**src/rtl/display_sequencer.sv**
```systemverilog
// display_sequencer: frame-periodic arbiter. It time-multiplexes NCH drawing
// engines onto one registered pixel write port that feeds the frame buffer.
// Each frame, the enabled engines are granted in index order. A grant ends
// when the engine pulses done or when its cycle budget runs out.
// Optional feature macro: DISPLAY_SEQ_OVERRUN_EN adds the overrun_cnt output.
module display_sequencer #(
  parameter int NCH          = 4,
  parameter int XW           = 8,
  parameter int YW           = 8,
  parameter int CW           = 12,
  parameter int FRAME_CYCLES = 500000,
  parameter int BW           = 20
) (
  input  logic              clk,
  input  logic              rst,
  input  logic [NCH-1:0]    chan_en,
  input  logic [NCH*BW-1:0] budget,
  input  logic [NCH*XW-1:0] eng_x,
  input  logic [NCH*YW-1:0] eng_y,
  input  logic [NCH*CW-1:0] eng_color,
  input  logic [NCH-1:0]    eng_we,
  input  logic [NCH-1:0]    eng_done,
  output logic [NCH-1:0]    lock,
  output logic [XW-1:0]     CounterX,
  output logic [YW-1:0]     CounterY,
  output logic [CW-1:0]     color,
  output logic              we,
  output logic [2:0]        cur_ch,
  output logic              frame_start,
  output logic [NCH-1:0]    timeout
`ifdef DISPLAY_SEQ_OVERRUN_EN
  , output logic [7:0]      overrun_cnt
`endif
);

  typedef enum logic [1:0] {WAIT_FRAME, SELECT, GRANT} state_t;

  state_t         r_state;
  logic [BW-1:0]  r_fcnt, r_bcnt;
  logic [NCH-1:0] r_en_q, r_lock, r_timeout;
  logic [2:0]     r_ch, r_cur_ch;
  logic [XW-1:0]  r_x;
  logic [YW-1:0]  r_y;
  logic [CW-1:0]  r_color;
  logic           r_we;

  logic           w_fs, w_last;
  logic           w_sel_en, w_sel_we, w_sel_done;
  logic [BW-1:0]  w_sel_bud;
  logic [XW-1:0]  w_sel_x;
  logic [YW-1:0]  w_sel_y;
  logic [CW-1:0]  w_sel_color;
  logic [NCH-1:0] w_onehot;

  // Free-running frame counter, 0..FRAME_CYCLES-1
  always_ff @(posedge clk) begin
    if (rst)                                   r_fcnt <= '0;
    else if (r_fcnt == BW'(FRAME_CYCLES - 1))  r_fcnt <= '0;
    else                                       r_fcnt <= r_fcnt + BW'(1);
  end

  // Held low during reset so that "all outputs 0" holds; the first pulse follows release
  assign w_fs   = ~rst & (r_fcnt == '0);
  assign w_last = (r_ch == 3'(NCH - 1));

  // Mux the fields of the engine at the current index (loop form keeps index widths exact)
  always_comb begin
    w_sel_en    = 1'b0;
    w_sel_we    = 1'b0;
    w_sel_done  = 1'b0;
    w_sel_bud   = '0;
    w_sel_x     = '0;
    w_sel_y     = '0;
    w_sel_color = '0;
    w_onehot    = '0;
    for (int i = 0; i < NCH; i++) begin
      if (r_ch == i[2:0]) begin
        w_sel_en    = r_en_q[i];
        w_sel_we    = eng_we[i];
        w_sel_done  = eng_done[i];
        w_sel_bud   = budget[i*BW +: BW];
        w_sel_x     = eng_x[i*XW +: XW];
        w_sel_y     = eng_y[i*YW +: YW];
        w_sel_color = eng_color[i*CW +: CW];
        w_onehot[i] = 1'b1;
      end
    end
  end

  // Grant FSM plus registered pixel path; any grant drop forces we low next cycle
  always_ff @(posedge clk) begin
    if (rst) begin
      r_state   <= WAIT_FRAME;
      r_en_q    <= '0;
      r_lock    <= '0;
      r_timeout <= '0;
      r_ch      <= '0;
      r_cur_ch  <= '0;
      r_bcnt    <= '0;
      r_x       <= '0;
      r_y       <= '0;
      r_color   <= '0;
      r_we      <= 1'b0;
    end else begin
      r_we <= 1'b0;
      case (r_state)
        WAIT_FRAME: begin
          if (w_fs) begin
            r_en_q  <= chan_en;
            r_ch    <= '0;
            r_state <= SELECT;
          end
        end
        SELECT: begin
          if (w_fs) begin
            r_en_q <= chan_en;
            r_ch   <= '0;
          end else if (w_sel_en && (w_sel_bud != '0)) begin
            r_lock   <= w_onehot;
            r_cur_ch <= r_ch;
            r_bcnt   <= w_sel_bud;
            r_state  <= GRANT;
          end else if (w_last) begin
            r_state <= WAIT_FRAME;
          end else begin
            r_ch <= r_ch + 3'd1;
          end
        end
        GRANT: begin
          if (w_fs) begin
            // Frame overrun: abandon this grant and restart the frame, no timeout
            r_lock   <= '0;
            r_cur_ch <= '0;
            r_en_q   <= chan_en;
            r_ch     <= '0;
            r_state  <= SELECT;
          end else if (w_sel_done || (r_bcnt == BW'(1))) begin
            // Done wins over a simultaneous expiry
            if (!w_sel_done) r_timeout <= r_timeout | w_onehot;
            r_lock   <= '0;
            r_cur_ch <= '0;
            if (w_last) r_state <= WAIT_FRAME;
            else begin
              r_ch    <= r_ch + 3'd1;
              r_state <= SELECT;
            end
          end else begin
            r_bcnt  <= r_bcnt - BW'(1);
            r_x     <= w_sel_x;
            r_y     <= w_sel_y;
            r_color <= w_sel_color;
            r_we    <= w_sel_we;
          end
        end
        default: r_state <= WAIT_FRAME;
      endcase
    end
  end

`ifdef DISPLAY_SEQ_OVERRUN_EN
  logic [7:0] r_overrun;
  // Saturating count of frame starts that arrive before the sequence finished
  always_ff @(posedge clk) begin
    if (rst) r_overrun <= '0;
    else if (w_fs && (r_state != WAIT_FRAME) && (r_overrun != 8'hFF))
      r_overrun <= r_overrun + 8'd1;
  end
  assign overrun_cnt = r_overrun;
`endif

  assign lock        = r_lock;
  assign CounterX    = r_x;
  assign CounterY    = r_y;
  assign color       = r_color;
  assign we          = r_we;
  assign cur_ch      = r_cur_ch;
  assign frame_start = w_fs;
  assign timeout     = r_timeout;

endmodule

```
**config.mk**
```make
export PLATFORM = sky130hd
export DESIGN_NAME = display_sequencer
export DESIGN_NICKNAME = d
export VERILOG_FILES = /design/src/rtl/display_sequencer.sv
export SDC_FILE = /design/constraint.sdc
export NUM_CORES = 1
export LEC_CHECK = 0
export BUFFER_PORTS_ARGS = -buffer_cell sky130_fd_sc_hd__buf_2
export CAP_MARGIN = 20
export CORE_MARGIN = 4
export CORE_UTILIZATION = 52
export DETAILED_ROUTE_END_ITERATION = 7
export PLACE_DENSITY = 0.87
export SYNTH_ARGS = -nofsm -noshare
export SYNTH_HDL_FRONTEND = slang
export SYNTH_SLANG_ARGS = --single-unit
```
**constraint.sdc**
```tcl
create_clock -name clk -period 4.4 [get_ports clk]
set_clock_uncertainty 0.1 [all_clocks]
set_input_delay 0.88 -clock clk [delete_from_list [all_inputs] [get_ports clk]]
set_output_delay 0.88 -clock clk [all_outputs]
set_load 0.05 [all_outputs]
```
==> implementation parameters <==
Parameter                              Value

Run status
  Run status    complete, no violations

Finish
  Net count reported at finish    1184
  Final instance count without filler cells    1105
  Post-route cell area    7020 sq um
  Register cell area after layout    1780 sq um
  Total of fill cells in the finished design    954
  Antenna diodes    0
  Footprint of the multi-input gates    3470 sq um
  Area growth syn-to-layout    25.6%
  Commonest non-fill, non-tap cells in the layout    246 x sky130_fd_sc_hd__buf_2, 129 x sky130_fd_sc_hd__nor2_1, 89 x sky130_fd_sc_hd__dfxtp_1
  Layout cells sized above 1    29.7%
  Most common cell after layout, fill and taps aside    sky130_fd_sc_hd__buf_2

Critical path
  Worst path most repeated cell    sky130_fd_sc_hd__inv_1
  Capturing element type of the critical path    register
  Critical path startpoint category    register
  Reg2reg start    r_ch[2]
  Largest incremental delay on the critical path    0.70 ns
  Kind of critical path    register to register
  Crit-path cells    inv_1 -> ha_2 -> inv_1 -> o211a_1 -> a22oi_1 -> nand4_1 -> nor4_4 -> a31o_2 -> o21ai_0 -> a21oi_1
  Depth of the worst register-to-register path    10
  Worst EP required    4.58 ns
  Endpoint of the worst register-to-register path    r_bcnt[9]
  Worst Path Arrival    3.98 ns
  Critical-path maximum fanout    40
  Slowest cell on crit path    sky130_fd_sc_hd__ha_2
  Setup slack on the worst flop-to-flop path    0.61 ns

Clock tree
  Post-CTS Hold Buffers    0
  Clock tree from TritonCTS    built
  Number of setup buffers added after CTS    0
  Insertion delay to the later sink of the worst-skew pair    0.36 ns
  CTS Buf Count    9
  Root buffer selected by CTS    sky130_fd_sc_hd__clkbuf_8
  Register clock-pin slew on the reported worst setup and hold paths    0.09 ns
  Longest Clk Path Bufs    2
  Resized cells post-CTS    0
  Clock sink count    89
  H-tree depth reported by CTS    3

Floorplanning
  Die Wd    112 um
  Site Rows    37
  Area enclosed by the die boundary    12500 sq um
  Y dimension of the die    112 um
  Count of pins on the block boundary    247
  Area of the core    10400 sq um
  Effective utilization at floorplan    53.7%

Placed design
  Placer Congestion    0.906
  Placed cell count    1090
  Post-DP HPWL    13700 um
  Placed instance area    6850 sq um
  Count of input and output buffers    246

Logic synthesis
  Mean Syn Cell Area    7.38 sq um
  Netlist Area Pre-Place    5590 sq um
  Total of warnings raised by yosys    0
  Yosys top cell area share    31.8%
  Dominant synthesized flop cell    sky130_fd_sc_hd__dfxtp_1
  Synthesis-stage register bit count    89
  Post-synth EDFFs    0
  Top cells by area in the synthesized netlist    sky130_fd_sc_hd__dfxtp_1 32%, sky130_fd_sc_hd__nor2_1 8.7%, sky130_fd_sc_hd__a21oi_1 7.3%, sky130_fd_sc_hd__a221oi_1 5.6%, sky130_fd_sc_hd__a211oi_1 4.6%
  Synth async-reset ratio    0%
  Sequential share of the synthesized area    31.8%
  Number of cells produced by synthesis    758
  Synthesized Nets    977
  Netlist cell types    62
  Largest area contributor in the netlist    sky130_fd_sc_hd__dfxtp_1

STA
  Relative slew slack    30.6%
  Final cycle utilization of the critical path    86.2%
  Max-slew violation total from the final report    0
  WHS    0.371 ns
  Count of endpoints failing setup in the final report    0
  Transition time at the pin with the least slew margin    1.03 ns
  Unrepaired setup endpoints after global routing    false
  Hold Vio Cnt, Final    0
  Max Fclk    264 MHz
  Final sum of negative setup slack    0 ns
  Min cycle time layout    3.79 ns

Drt
  Drt drc    0
  Average wire length per cell after detail routing    16.5 um
  Via/cell ratio    5.79
  Post-detailed-route count of antenna-violating nets    0
  Drt first-iter violations    785
  Total via count after detailed routing    6401
  Post-detailed-routing wire length    18200 um
  Initial DRT Pass Iterations    6

Power
  Pleak    0.00301 uW
  Net switching power    844 uW
  Sequential fraction of design power    39.6%
  Internal power component    1430 uW
  Clock share of power    22.3%
  Portion of total power attributed to combinational logic    38.0%
  Worst vdd ir    0.230 mV
  Power per cell area    324 nW/um^2
  Share of total power consumed by net switching    37.1%

Global route
  GRT Residual Overflow    0
  Maximum number of pins on one net before global-route repair    75
  Global-route usage over all layers    27.0%
  Antenna violations before repair    1
  Global-route wire length before repair    28100 um
  Vias in the first global route    5772

Run
  Reported max-cap violation count    0

Min path
  Worst Hold End    timeout[2]
  Number of cells traversed by the worst hold path    2
  Worst min-delay path class    register to register
  Start point of the worst min-delay path    timeout[2]
==> worst max path at each step <==
stage | to | slack [ns] | start
after global routing | r_bcnt[9] | 0.30 | r_ch[2]
final | r_bcnt[9] | 0.61 | r_ch[2]
after global placement | r_bcnt[3] | 0.83 | r_ch[2]
after floorplan | r_bcnt[1] | 1.47 | rst
after detailed placement | r_bcnt[9] | 0.72 | r_ch[2]
after CTS | r_bcnt[9] | 0.69 | r_ch[2]
==> cell usage after synthesis (4+ instances only) <==
library cell,instances
sky130_fd_sc_hd__nor3_1,41
sky130_fd_sc_hd__or3_1,4
sky130_fd_sc_hd__a221oi_1,36
sky130_fd_sc_hd__nand2b_1,19
sky130_fd_sc_hd__o32ai_1,10
sky130_fd_sc_hd__nand4_1,7
sky130_fd_sc_hd__inv_1,28
sky130_fd_sc_hd__dfxtp_1,89
sky130_fd_sc_hd__a2bb2oi_1,6
sky130_fd_sc_hd__or2_1,4
sky130_fd_sc_hd__a31oi_1,5
sky130_fd_sc_hd__clkbuf_1,49
sky130_fd_sc_hd__a21oi_1,82
sky130_fd_sc_hd__nand3_1,16
sky130_fd_sc_hd__ha_1,13
sky130_fd_sc_hd__a211o_1,7
sky130_fd_sc_hd__mux2i_1,5
sky130_fd_sc_hd__nor2_1,129
sky130_fd_sc_hd__o22ai_1,5
sky130_fd_sc_hd__nor4_1,5
sky130_fd_sc_hd__xor2_1,12
sky130_fd_sc_hd__nand2_1,38
sky130_fd_sc_hd__xnor2_1,6
sky130_fd_sc_hd__a211oi_1,34
sky130_fd_sc_hd__o21ai_0,43
sky130_fd_sc_hd__buf_2,8
sky130_fd_sc_hd__a32oi_1,5
==> routing by layer <==
metal | part of all wire (%) | GRT usage [%] | up-vias
li1 | - | - | 3181
met1 | 40 | 34.4 | 2875
met2 | 49 | 45.8 | 302
met3 | 8.1 | 6.03 | 41
met4 | 2.4 | 8.11 | 2
met5 | 0.038 | 0 | -
==> metrics by stage <==
stage               utilization, %  power [uW]  setup slack (ns)
finish                        67.4        2270             0.607
global route                  67.4        2420             0.301
CTS                           67.4        2260             0.695
detailed placement            65.8        1760             0.721
global placement              65.8        1750             0.827
floorplan                        -        1520              1.47
==> cell type report <==
type	count	share of cell area, %
sequential	89	25.4
clock inverter	2	0.196
multi-input combinational	579	49.4
inverter	28	1.50
tap	136	2.42
clock buffer	13	2.26
timing repair buffer	258	18.8
==> state kept, by name (all words and copies together) (netlist names) <==
| register | flops |
|---|---|
| timeout | 4 |
| r_ch | 3 |
| r_bcnt | 20 |
| color | 12 |
| we | 1 |
| r_fcnt | 20 |
| CounterY | 8 |
| CounterX | 8 |
| r_en_q | 4 |
| cur_ch | 3 |
| lock | 4 |
| r_state | 2 |
==> power by group through the flow <==
stage	Combinational [uW]	Sequential [uW]	Clock (uW)
floorplan	606	914	0
global placement	833	916	0
detailed placement	840	918	0
CTS	845	899	516
global route	957	907	554
finish	864	901	508
==> worst max-delay path: cells and delay by family, from the launching register on <==
family / cells / cell delay, ns
AO/OA/AOI/OAI: 5 / 1.57
adder cells (fa/ha/maj): 1 / 0.70
buffers and inverters: 2 / 0.42
flip-flops: 1 / 0.37
AND/OR/NAND/NOR: 2 / 0.54
==> cells by family (layout without fill, tap and decap cells) <==
group           Yosys count  after routing  share of synthesized area (%)
simple gates            290            290                           25.1
fa+ha+maj                13             13                           2.91
flops                    89             89                           31.8
buf+inv                  90            301                           6.44
mux                       5              5                          0.895
compound gates          253            253                           30.0
xor+xnor                 18             18                           2.82
Note: power is estimated with default switching activity, not from simulation.
